**src/rtl/rv_mul_pipe_if.sv**
```systemverilog
// Operand/result bundle for the rv_mul_pipe multiplier.
// The optional valid sideband is present only when RV_MUL_VALID_EN is defined.
interface rv_mul_pipe_if #(
    parameter int unsigned XLEN = 64
);
    logic [XLEN-1:0] mul_op1_i;
    logic [XLEN-1:0] mul_op2_i;
    logic [XLEN-1:0] mul_result_o;
`ifdef RV_MUL_VALID_EN
    logic            mul_valid_i;
    logic            mul_valid_o;
`endif

`ifdef RV_MUL_VALID_EN
    modport master (
        output mul_op1_i,
        output mul_op2_i,
        output mul_valid_i,
        input  mul_result_o,
        input  mul_valid_o
    );

    modport slave (
        input  mul_op1_i,
        input  mul_op2_i,
        input  mul_valid_i,
        output mul_result_o,
        output mul_valid_o
    );
`else
    modport master (
        output mul_op1_i,
        output mul_op2_i,
        input  mul_result_o
    );

    modport slave (
        input  mul_op1_i,
        input  mul_op2_i,
        output mul_result_o
    );
`endif
endinterface

```
**src/rtl/rv_mul_pipe.sv**
```systemverilog
// Three-stage pipelined XLEN x XLEN -> low-XLEN multiplier for the RV64 MUL instruction.
//   S1: operand registers
//   S2: radix-4 Booth partial products + carry-save reduction to sum/carry rows
//   S3: final carry-propagate add, driven straight onto mul_result_o
// Optional feature macro RV_MUL_VALID_EN adds a valid bit piped alongside the data stages.
module rv_mul_pipe #(
    parameter int unsigned XLEN = 64
) (
    input  logic         clk,
    input  logic         rst,
    rv_mul_pipe_if.slave mul_bus
);

    // Zero-extending op2 by two bits makes the Booth recoding treat it as unsigned; the low
    // XLEN bits of the product are the same for signed operands, so that is all we need.
    localparam int unsigned NumPp  = XLEN / 2 + 1;
    localparam int unsigned ExtW   = XLEN + 3;
    localparam int unsigned MaxLvl = 16;

    typedef logic [XLEN-1:0] word_t;
    typedef logic [NumPp-1:0][XLEN-1:0] pp_arr_t;
    typedef logic [1:0][XLEN-1:0] row_pair_t;

    // One Booth partial product, already shifted to its weight and truncated to XLEN bits.
    function automatic word_t booth_pp(word_t mcand, logic [2:0] sel, int shamt);
        word_t mag;
        logic  neg;
        mag = '0;
        neg = 1'b0;
        unique case (sel)
            3'b000, 3'b111: begin mag = '0;          neg = 1'b0; end
            3'b001, 3'b010: begin mag = mcand;       neg = 1'b0; end
            3'b011:         begin mag = mcand << 1;  neg = 1'b0; end
            3'b100:         begin mag = mcand << 1;  neg = 1'b1; end
            3'b101, 3'b110: begin mag = mcand;       neg = 1'b1; end
        endcase
        if (neg) begin
            mag = ~mag + word_t'(1);
        end
        return mag << shamt;
    endfunction

    // Layered 3:2 compression until two rows remain. Carries shifted out of the top bit
    // are dropped, which is exactly the modulo-2^XLEN behaviour we want.
    function automatic row_pair_t csa_tree(pp_arr_t pp);
        pp_arr_t cur;
        pp_arr_t nxt;
        int      n;
        int      m;
        cur = pp;
        n   = NumPp;
        for (int lvl = 0; lvl < MaxLvl; lvl++) begin
            if (n > 2) begin
                nxt = '0;
                m   = 0;
                for (int j = 0; j < NumPp / 3; j++) begin
                    if (3 * j + 2 < n) begin
                        nxt[m]     = cur[3*j] ^ cur[3*j+1] ^ cur[3*j+2];
                        nxt[m+1]   = ((cur[3*j] & cur[3*j+1]) |
                                      (cur[3*j] & cur[3*j+2]) |
                                      (cur[3*j+1] & cur[3*j+2])) << 1;
                        m          = m + 2;
                    end
                end
                // Rows that did not fill a full group of three pass through unchanged.
                for (int k = 0; k < NumPp; k++) begin
                    if (k >= 3 * (n / 3) && k < n) begin
                        nxt[m] = cur[k];
                        m      = m + 1;
                    end
                end
                cur = nxt;
                n   = m;
            end
        end
        return {cur[1], cur[0]};
    endfunction

    word_t     op1_q, op1_d;
    word_t     op2_q, op2_d;
    word_t     sum_q, sum_d;
    word_t     carry_q, carry_d;
    word_t     result_q, result_d;
    pp_arr_t   pp;
    row_pair_t rows;
    logic [ExtW-1:0] op2_ext;

`ifdef RV_MUL_VALID_EN
    logic valid1_q, valid1_d;
    logic valid2_q, valid2_d;
    logic valid3_q, valid3_d;
`endif

    // S1 next state: capture the operands.
    always_comb begin
        op1_d = mul_bus.mul_op1_i;
        op2_d = mul_bus.mul_op2_i;
    end

    // S2 next state: Booth-recode op2, generate partial products and reduce them.
    always_comb begin
        op2_ext = {2'b00, op2_q, 1'b0};
        pp      = '0;
        for (int i = 0; i < NumPp; i++) begin
            pp[i] = booth_pp(op1_q, op2_ext[2*i +: 3], 2 * i);
        end
        rows    = csa_tree(pp);
        sum_d   = rows[0];
        carry_d = rows[1];
    end

    // S3 next state: resolve the redundant sum/carry form.
    always_comb begin
        result_d = sum_q + carry_q;
    end

`ifdef RV_MUL_VALID_EN
    // Valid sideband next state, one flop per data stage.
    always_comb begin
        valid1_d = mul_bus.mul_valid_i;
        valid2_d = valid1_q;
        valid3_d = valid2_q;
    end
`endif

    // Pipeline registers with synchronous clear.
    always_ff @(posedge clk) begin
        if (rst) begin
            op1_q    <= '0;
            op2_q    <= '0;
            sum_q    <= '0;
            carry_q  <= '0;
            result_q <= '0;
        end else begin
            op1_q    <= op1_d;
            op2_q    <= op2_d;
            sum_q    <= sum_d;
            carry_q  <= carry_d;
            result_q <= result_d;
        end
    end

`ifdef RV_MUL_VALID_EN
    // Valid sideband registers, cleared together with the data stages.
    always_ff @(posedge clk) begin
        if (rst) begin
            valid1_q <= 1'b0;
            valid2_q <= 1'b0;
            valid3_q <= 1'b0;
        end else begin
            valid1_q <= valid1_d;
            valid2_q <= valid2_d;
            valid3_q <= valid3_d;
        end
    end

    assign mul_bus.mul_valid_o = valid3_q;
`endif

    assign mul_bus.mul_result_o = result_q;

endmodule

```
**src/flat_wrapper.sv**
```systemverilog
// flat-port wrapper written by rule: the top's interface ports become plain ports
module rv_mul_pipe_flat 
#(
    parameter int unsigned XLEN = 64
)
  (clk, rst, mul_bus_mul_op1_i, mul_bus_mul_op2_i, mul_bus_mul_result_o);
  rv_mul_pipe_if #(.XLEN(XLEN)) mul_bus_i ();
  input  logic clk;
  input  logic rst;
  input wire logic [$bits(mul_bus_i.mul_op1_i)-1:0] mul_bus_mul_op1_i;
  input wire logic [$bits(mul_bus_i.mul_op2_i)-1:0] mul_bus_mul_op2_i;
  output wire logic [$bits(mul_bus_i.mul_result_o)-1:0] mul_bus_mul_result_o;
  assign mul_bus_i.mul_op1_i = mul_bus_mul_op1_i;
  assign mul_bus_i.mul_op2_i = mul_bus_mul_op2_i;
  assign mul_bus_mul_result_o = mul_bus_i.mul_result_o;
  rv_mul_pipe #(.XLEN(XLEN)) u_core (.clk(clk), .rst(rst), .mul_bus(mul_bus_i));
endmodule
```
**config.mk**
```make
export PLATFORM = sky130hd
export DESIGN_NAME = rv_mul_pipe_flat
export DESIGN_NICKNAME = d
export VERILOG_FILES = /design/src/rtl/rv_mul_pipe_if.sv /design/src/rtl/rv_mul_pipe.sv /design/src/flat_wrapper.sv
export SDC_FILE = /design/constraint.sdc
export NUM_CORES = 2
export LEC_CHECK = 0
export ABC_AREA = 1
export CAP_MARGIN = 15
export CELL_PAD_IN_SITES_DETAIL_PLACEMENT = 1
export CELL_PAD_IN_SITES_GLOBAL_PLACEMENT = 2
export CORE_ASPECT_RATIO = 1.25
export CORE_UTILIZATION = 38
export CTS_BUF_LIST = sky130_fd_sc_hd__clkbuf_4 sky130_fd_sc_hd__clkbuf_8
export CTS_CLUSTER_SIZE = 20
export DETAILED_ROUTE_END_ITERATION = 12
export PLACE_DENSITY = 0.93
export SLEW_MARGIN = 0
export SYNTH_ARGS = -nofsm -noshare
export SYNTH_HDL_FRONTEND = slang
export SYNTH_SLANG_ARGS = --single-unit
```
**constraint.sdc**
```tcl
create_clock -name clk -period 10.2 [get_ports clk]
set_input_delay 2.04 -clock clk [delete_from_list [all_inputs] [get_ports clk]]
set_output_delay 2.04 -clock clk [all_outputs]
set_load 0.01 [all_outputs]
```
* After elaboration in Yosys (flattened, before gate mapping)
Cells that the tools add are included.
Storage, ports and cells: flip-flop bits (word level) 320, latch bits 0, memory bits (writable) 0, bits in read-only memories 0, bits of input ports 130, output and inout port bits 64, logic and storage cells 789, memories kept 0
Operators by class: $add $sub $neg 33, $mul 0, div/mod/pow operators 0, magnitude comparators 0, eq/ne operators 220, shift-type cells 0, multiplexer cells 96, bitwise gates (word level) 244, reduce and logical (&&, ||, !) cells 190
Operators with widths (count):
- AND 63 bit | 91
- XOR 64 bit | 61
- bitwise OR 63 bit | 60
- equality test 3 bit (second input constant) | 124
- one-hot mux 64 bit (3 select lines) | 1
- equality test 3 x 2 -> 1 bit (second input constant) | 62
- one-hot mux 62 bit (3 select lines) | 1
- one-hot mux 60 bit (3 select lines) | 1
- one-hot mux 58 bit (3 select lines) | 1
- one-hot mux 56 bit (3 select lines) | 1
- one-hot mux 54 bit (3 select lines) | 1
- one-hot mux 52 bit (3 select lines) | 1
- OR reduction 5 bit | 31
- one-hot mux 50 bit (3 select lines) | 1
- one-hot mux 48 bit (3 select lines) | 1
- one-hot mux 46 bit (3 select lines) | 1
- one-hot mux 44 bit (3 select lines) | 1
- OR reduction 2 bit | 65
- one-hot mux 42 bit (3 select lines) | 1
- OR reduction 4 bit | 31
- one-hot mux 40 bit (3 select lines) | 1
- one-hot mux 38 bit (3 select lines) | 1
- one-hot mux 36 bit (3 select lines) | 1
- one-hot mux 34 bit (3 select lines) | 1
- other kinds (120) | 242

* Longest topological paths before layout
word-level depth 30, depth in mapped cells 55, mapped depth without buffers 53

* Least setup slack after synthesis
OpenSTA, ideal clock, no wires.
path kind register to register, start point reg u_core.op2_q[31], end point reg u_core.sum_q[63], library setup time 0.113 ns, data arrival time 8.004 ns, required time 10.087 ns, setup slack 2.084 ns, stages on the path, launching flop included 47, path buffers 1, path through dfxtp_1 inv_1 ha_1 clkinv_1 clkbuf_1 o22ai_1 inv_1 ha_1 inv_1 nor3_1 nand2_1 nor3_1 nand2_1 nor3_1 nand2_1 nor3_1 nand2_1 nor4_1 [11 not listed] fa_1 xnor2_1 nand3b_1 nand2_1 inv_1 nand3_1 nand2_1 nand2_1 nand2_1 nand2_1 nand2_1 inv_1 nand3_1 nand2_1 inv_1 nand2_1 nand2_1 nor2_1
On the way: word-level cells in the longest chain between the ends 28, elaborated cells between the ends (all ways) 91
RTL lines:
- start: declaration | RTL line rv_mul_pipe.sv:80 | word_t op2_q, op2_d;
- start signal: assignment | RTL line rv_mul_pipe.sv:136 | op2_q <= op2_d;
- equality test 3 x 1 -> 1 bit, or another cell as far along | RTL line rv_mul_pipe.sv:30 | unique case (sel)
- OR reduction 4 bit (no line), or another cell as far along
- one-hot mux 34 bit (3 select lines) or one-hot mux 32 bit (3 select lines) (tied branches) | RTL line rv_mul_pipe.sv:30
- NOT 34 bit or NOT 32 bit (tied branches) | RTL line rv_mul_pipe.sv:38 | mag = ~mag + word_t'(1);
- adder 34 x 1 -> 34 bit or adder 32 x 1 -> 32 bit (tied branches) | RTL line rv_mul_pipe.sv:38
- two-way mux 34 bit or two-way mux 32 bit (tied branches) | RTL line rv_mul_pipe.sv:37 | if (neg) begin
- AND 63 bit (on tied branches) | RTL line rv_mul_pipe.sv:59, rv_mul_pipe.sv:60
- bitwise OR 63 bit | RTL line rv_mul_pipe.sv:59 | nxt[m+1] = ((cur[3*j] & cur[3*j+1]) |
- [10 not listed]
- XOR 64 bit (2 in series) | RTL line rv_mul_pipe.sv:58 | nxt[m] = cur[3*j] ^ cur[3*j+1] ^ cur[3*j+2];
- AND 63 bit | RTL line rv_mul_pipe.sv:60 | (cur[3*j] & cur[3*j+2]) |
- bitwise OR 63 bit | RTL line rv_mul_pipe.sv:59
- bitwise OR 63 bit | RTL line rv_mul_pipe.sv:60
- AND 63 bit | RTL line rv_mul_pipe.sv:59
- bitwise OR 63 bit | RTL line rv_mul_pipe.sv:59
- bitwise OR 63 bit | RTL line rv_mul_pipe.sv:60
- XOR 64 bit (*) (2 in series) | RTL line rv_mul_pipe.sv:58
- end signal: assignment | RTL line rv_mul_pipe.sv:137 | sum_q <= sum_d;
- end: declaration | RTL line rv_mul_pipe.sv:81 | word_t sum_q, sum_d;
Mark *: on every way between the ends. The rest lies on a longest branch, timed or not. A chain may end at the register's enable or synchronous reset.

* Worst setup path after layout
start point reg u_core.op2_q[7], end point reg u_core.sum_q[63]
On the way: word-level cells in the longest chain between the ends 28, elaborated cells between the ends (all ways) 109
RTL lines (RTL line):
- equality test 3 x 1 -> 1 bit, or another cell as far along | rv_mul_pipe.sv:30
- OR reduction 4 bit (no line), or another cell as far along
- one-hot mux 58 bit (3 select lines) or one-hot mux 56 bit (3 select lines) (tied branches) | rv_mul_pipe.sv:30
- NOT 58 bit or NOT 56 bit (tied branches) | rv_mul_pipe.sv:38
- adder 58 x 1 -> 58 bit or adder 56 x 1 -> 56 bit (tied branches) | rv_mul_pipe.sv:38
- two-way mux 58 bit or two-way mux 56 bit (tied branches) | rv_mul_pipe.sv:37
- XOR 64 bit, or another cell as far along | rv_mul_pipe.sv:58
- XOR 64 bit or bitwise OR 63 bit (tied branches) | rv_mul_pipe.sv:58, rv_mul_pipe.sv:59
- [11 not listed]
- bitwise OR 63 bit or XOR 64 bit (tied branches) | rv_mul_pipe.sv:60, rv_mul_pipe.sv:58
- AND 63 bit (on tied branches) | rv_mul_pipe.sv:59, rv_mul_pipe.sv:60
- bitwise OR 63 bit | rv_mul_pipe.sv:59
- bitwise OR 63 bit | rv_mul_pipe.sv:60
- AND 63 bit | rv_mul_pipe.sv:59
- bitwise OR 63 bit | rv_mul_pipe.sv:59
- bitwise OR 63 bit | rv_mul_pipe.sv:60
- XOR 64 bit (*) (2 in series) | rv_mul_pipe.sv:58
Marked as above.

==> results_dict.tcl <==
set metrics [dict create \
    grt_pass1_vias 78600 \
    synth_edf_count 0 \
    ios 194 \
    drt-total-wl_um 403000 \
    drive_gt1_share_pct 5.37 \
    ys_warn_count 0 \
    worstSkewPairLatency_ns 0.93 \
    fin_cells 13200 \
    clk_pin_slew_ns 0.07 \
    cts_tree "done" \
    slew-limit-headroom_pct 15.6 \
    fin_tns_setup_ns 0 \
    cap_viol_max_count 0 \
    ys.flop_type "dfxtp_1" \
    hold_path.class "flip-flop to flip-flop" \
    regArea_sq_um 6210 \
    area_delta_synth_final_pct 8.97 \
    place_congestion 1.13 \
    port-buffer-count 193 \
    drtAntennaViolNets 0 \
    rows 178 \
    synth.avg_cell_area_sq_um 6.81 \
    synth_seq_cells 310 \
    clock-sinks 310 \
    synth_top_cell_area_share_pct 24.5 \
    synth.cell_area_sq_um 71800 \
    fin_crit_ns 9.51 \
    fillers 24300 \
    fmax_mhz 105 \
    vias 75800 \
    dp_hpwl_um 337000 \
    drt_iter0_drc 6771 \
    fp.dieW_um 391 \
    grtUsageTotal_pct 41.8 \
    start_kind "flip-flop" \
    worstPathRequired_ns 11.01 \
    utilization_pct 41.6 \
    drc_errors 0 \
    timing.clock.skew_ns 0.108 \
    grt_pass1_wl_um 566000 \
    rsz0062_at_grt "false" \
    core_sq_um 188000 \
    dp_cells 13000 \
    postCtsSetupBuffers 0 \
    grt_max_degree 74 \
    die_h_um 488 \
    wl_per_cell_um 30.6 \
    tightestPinTransition_ns 1.26 \
    cp_max_fo 8 \
    cts_buffers 58 \
    clk_path_buf_depth 3 \
    crit_path_frequent_cell "nand2_1" \
    endpoint_kind "flip-flop" \
    synthArstFlopShare_pct 0 \
    yosysTopAreaCell "fa_1" \
    slew_violations 0 \
    status "finished, final reports clean" \
    routed_via_density 5.76 \
    fin_area_sq_um 78300 \
    antenna_found_initial 26 \
    syn-num-nets 11900 \
    yosysUniqueCellTypes 67 \
    hold_violations 0 \
    die_area_sq_um 191000 \
    firstDrtPassIters 5 \
    critPathMaxStageDelay_ns 0.63 \
    worstPathArrival_ns 10.32 \
    slowest_stage "fa_1" \
    post-route-period-util_pct 93.2 \
    worstSetupPathType "flip-flop to flip-flop" \
    htreeDepth 2 \
    synth_area_leaders "fa_1, inv_1, nand2_1, dfxtp_1, nor2_1" \
    setup_viol 0 \
    grt_overflow 0 \
    multi_input_area_sq_um 56000 \
    synthCells 10500 \
    ys_seq_area_share_pct 8.64 \
    place_area_sq_um 76900 \
    nets 11900 \
    clockRootBuffer "clkbuf_8" \
    start_util_pct 38.2 \
]
==> critical path, delay by kind of cell (launching register included) <==
| family | cells | cell delay [ns] |
|---|---|---|
| flip-flops | 1 | 0.39 |
| AO/OA/AOI/OAI | 1 | 0.12 |
| buffers and inverters | 9 | 0.65 |
| AND/OR/NAND/NOR | 29 | 3.74 |
| XOR/XNOR | 2 | 0.53 |
| adder cells (fa/ha/maj) | 8 | 4.04 |
==> flip-flops by register name, indices dropped and copies added, names as in the netlist <==
name and flops:
u_core.sum_q 64, u_core.mul_bus.mul_result_o 64, u_core.carry_q 54, u_core.op2_q 64
u_core.op1_q 64
==> synth_stat cells (46+ instances only) <==
master and count:
inv_1 1947, nand2_1 1670, nor2_1 1485, fa_1 878, o22ai_1 685, xor2_1 563, o21ai_0 425, xnor2_1 422
nand3_1 362, dfxtp_1 310, ha_1 298, a21oi_1 271, clkbuf_1 236, buf_2 163, nor3_1 160, a31oi_1 69
nand4_1 64, nor4_1 58, o21ai_1 55, buf_1 47, o31ai_1 46
==> kinds of logic after synthesis <==
group,after synthesis,share of synthesized area (%)
AO/OA/AOI/OAI,1630,13.2
XOR/XNOR,987,12.1
adder cells (fa/ha/maj),1176,29.7
buffers and inverters,2479,13.5
flip-flops,310,8.64
AND/OR/NAND/NOR,3962,22.9
==> final timing paths <==
check                                   from                                        end  slack [ns]  cells after the start
setup reg to reg  u_core.op2_q[7]$_SDFF_PP0_                u_core.sum_q[63]$_SDFF_PP0_        0.69                     49
setup / recovery  u_core.op2_q[7]$_SDFF_PP0_                u_core.sum_q[63]$_SDFF_PP0_        0.69                     49
hold / removal    u_core.sum_q[4]$_SDFF_PP0_  u_core.mul_bus.mul_result_o[4]$_SDFF_PP0_        0.41                      2
hold reg to reg   u_core.sum_q[4]$_SDFF_PP0_  u_core.mul_bus.mul_result_o[4]$_SDFF_PP0_        0.41                      2
==> metrics by stage <==
stage / hold slack [ns] / setup WS (ns)
after global placement: 0.391 / 0.607
after CTS: 0.407 / 0.614
after global routing: 0.421 / 0.211
final: 0.405 / 0.690
after detailed placement: 0.396 / 0.609
after floorplan: 0.388 / 2.08
==> routing by layer <==
metal / up-vias / GRT usage (%) / part of all wire (%)
met3: 1166 / 7.56 / 7.6
met2: 3669 / 65.6 / 44
li1: 33100 / - / -
met5: - / 0 / 0.018
met1: 37900 / 48.4 / 37
met4: 10 / 38.5 / 11
==> what timing repair did <==
item | CTS | global route
endpoints found under the hold margin | 0 | 0
hold buffers | 0 | 0
setup endpoints to repair | 0 | 1
resized for setup | 0 | 2
==> layout make-up <==
cell class,instances,area share [%]
clock buffer,84,1.42
inverter,1996,9.57
antenna,17,0.0543
sequential,310,7.93
tap,2520,4.03
timing repair buffer,457,5.16
multi-input combinational,7755,71.5
clock inverter,24,0.288
==> layout by cell type, fill, tap and decap left out, types with 45 or more instances in the layout <==
cell type	instances
a21oi_1	271
fa_1	878
o31ai_1	45
a31oi_1	69
buf_4	253
xnor2_1	422
dfxtp_1	310
ha_1	298
nor2_1	1475
nand2_1	1665
o21ai_0	424
o22ai_1	685
clkdlybuf4s50_1	192
inv_1	1937
xor2_1	563
nor3_1	160
clkbuf_8	77
nor4_1	58
nand3_1	362
o21ai_1	55
nand4_1	64
Power is left out: the tool's default activity adds up to more than one toggle a clock period on the data nets, which glitch-free logic cannot reach.
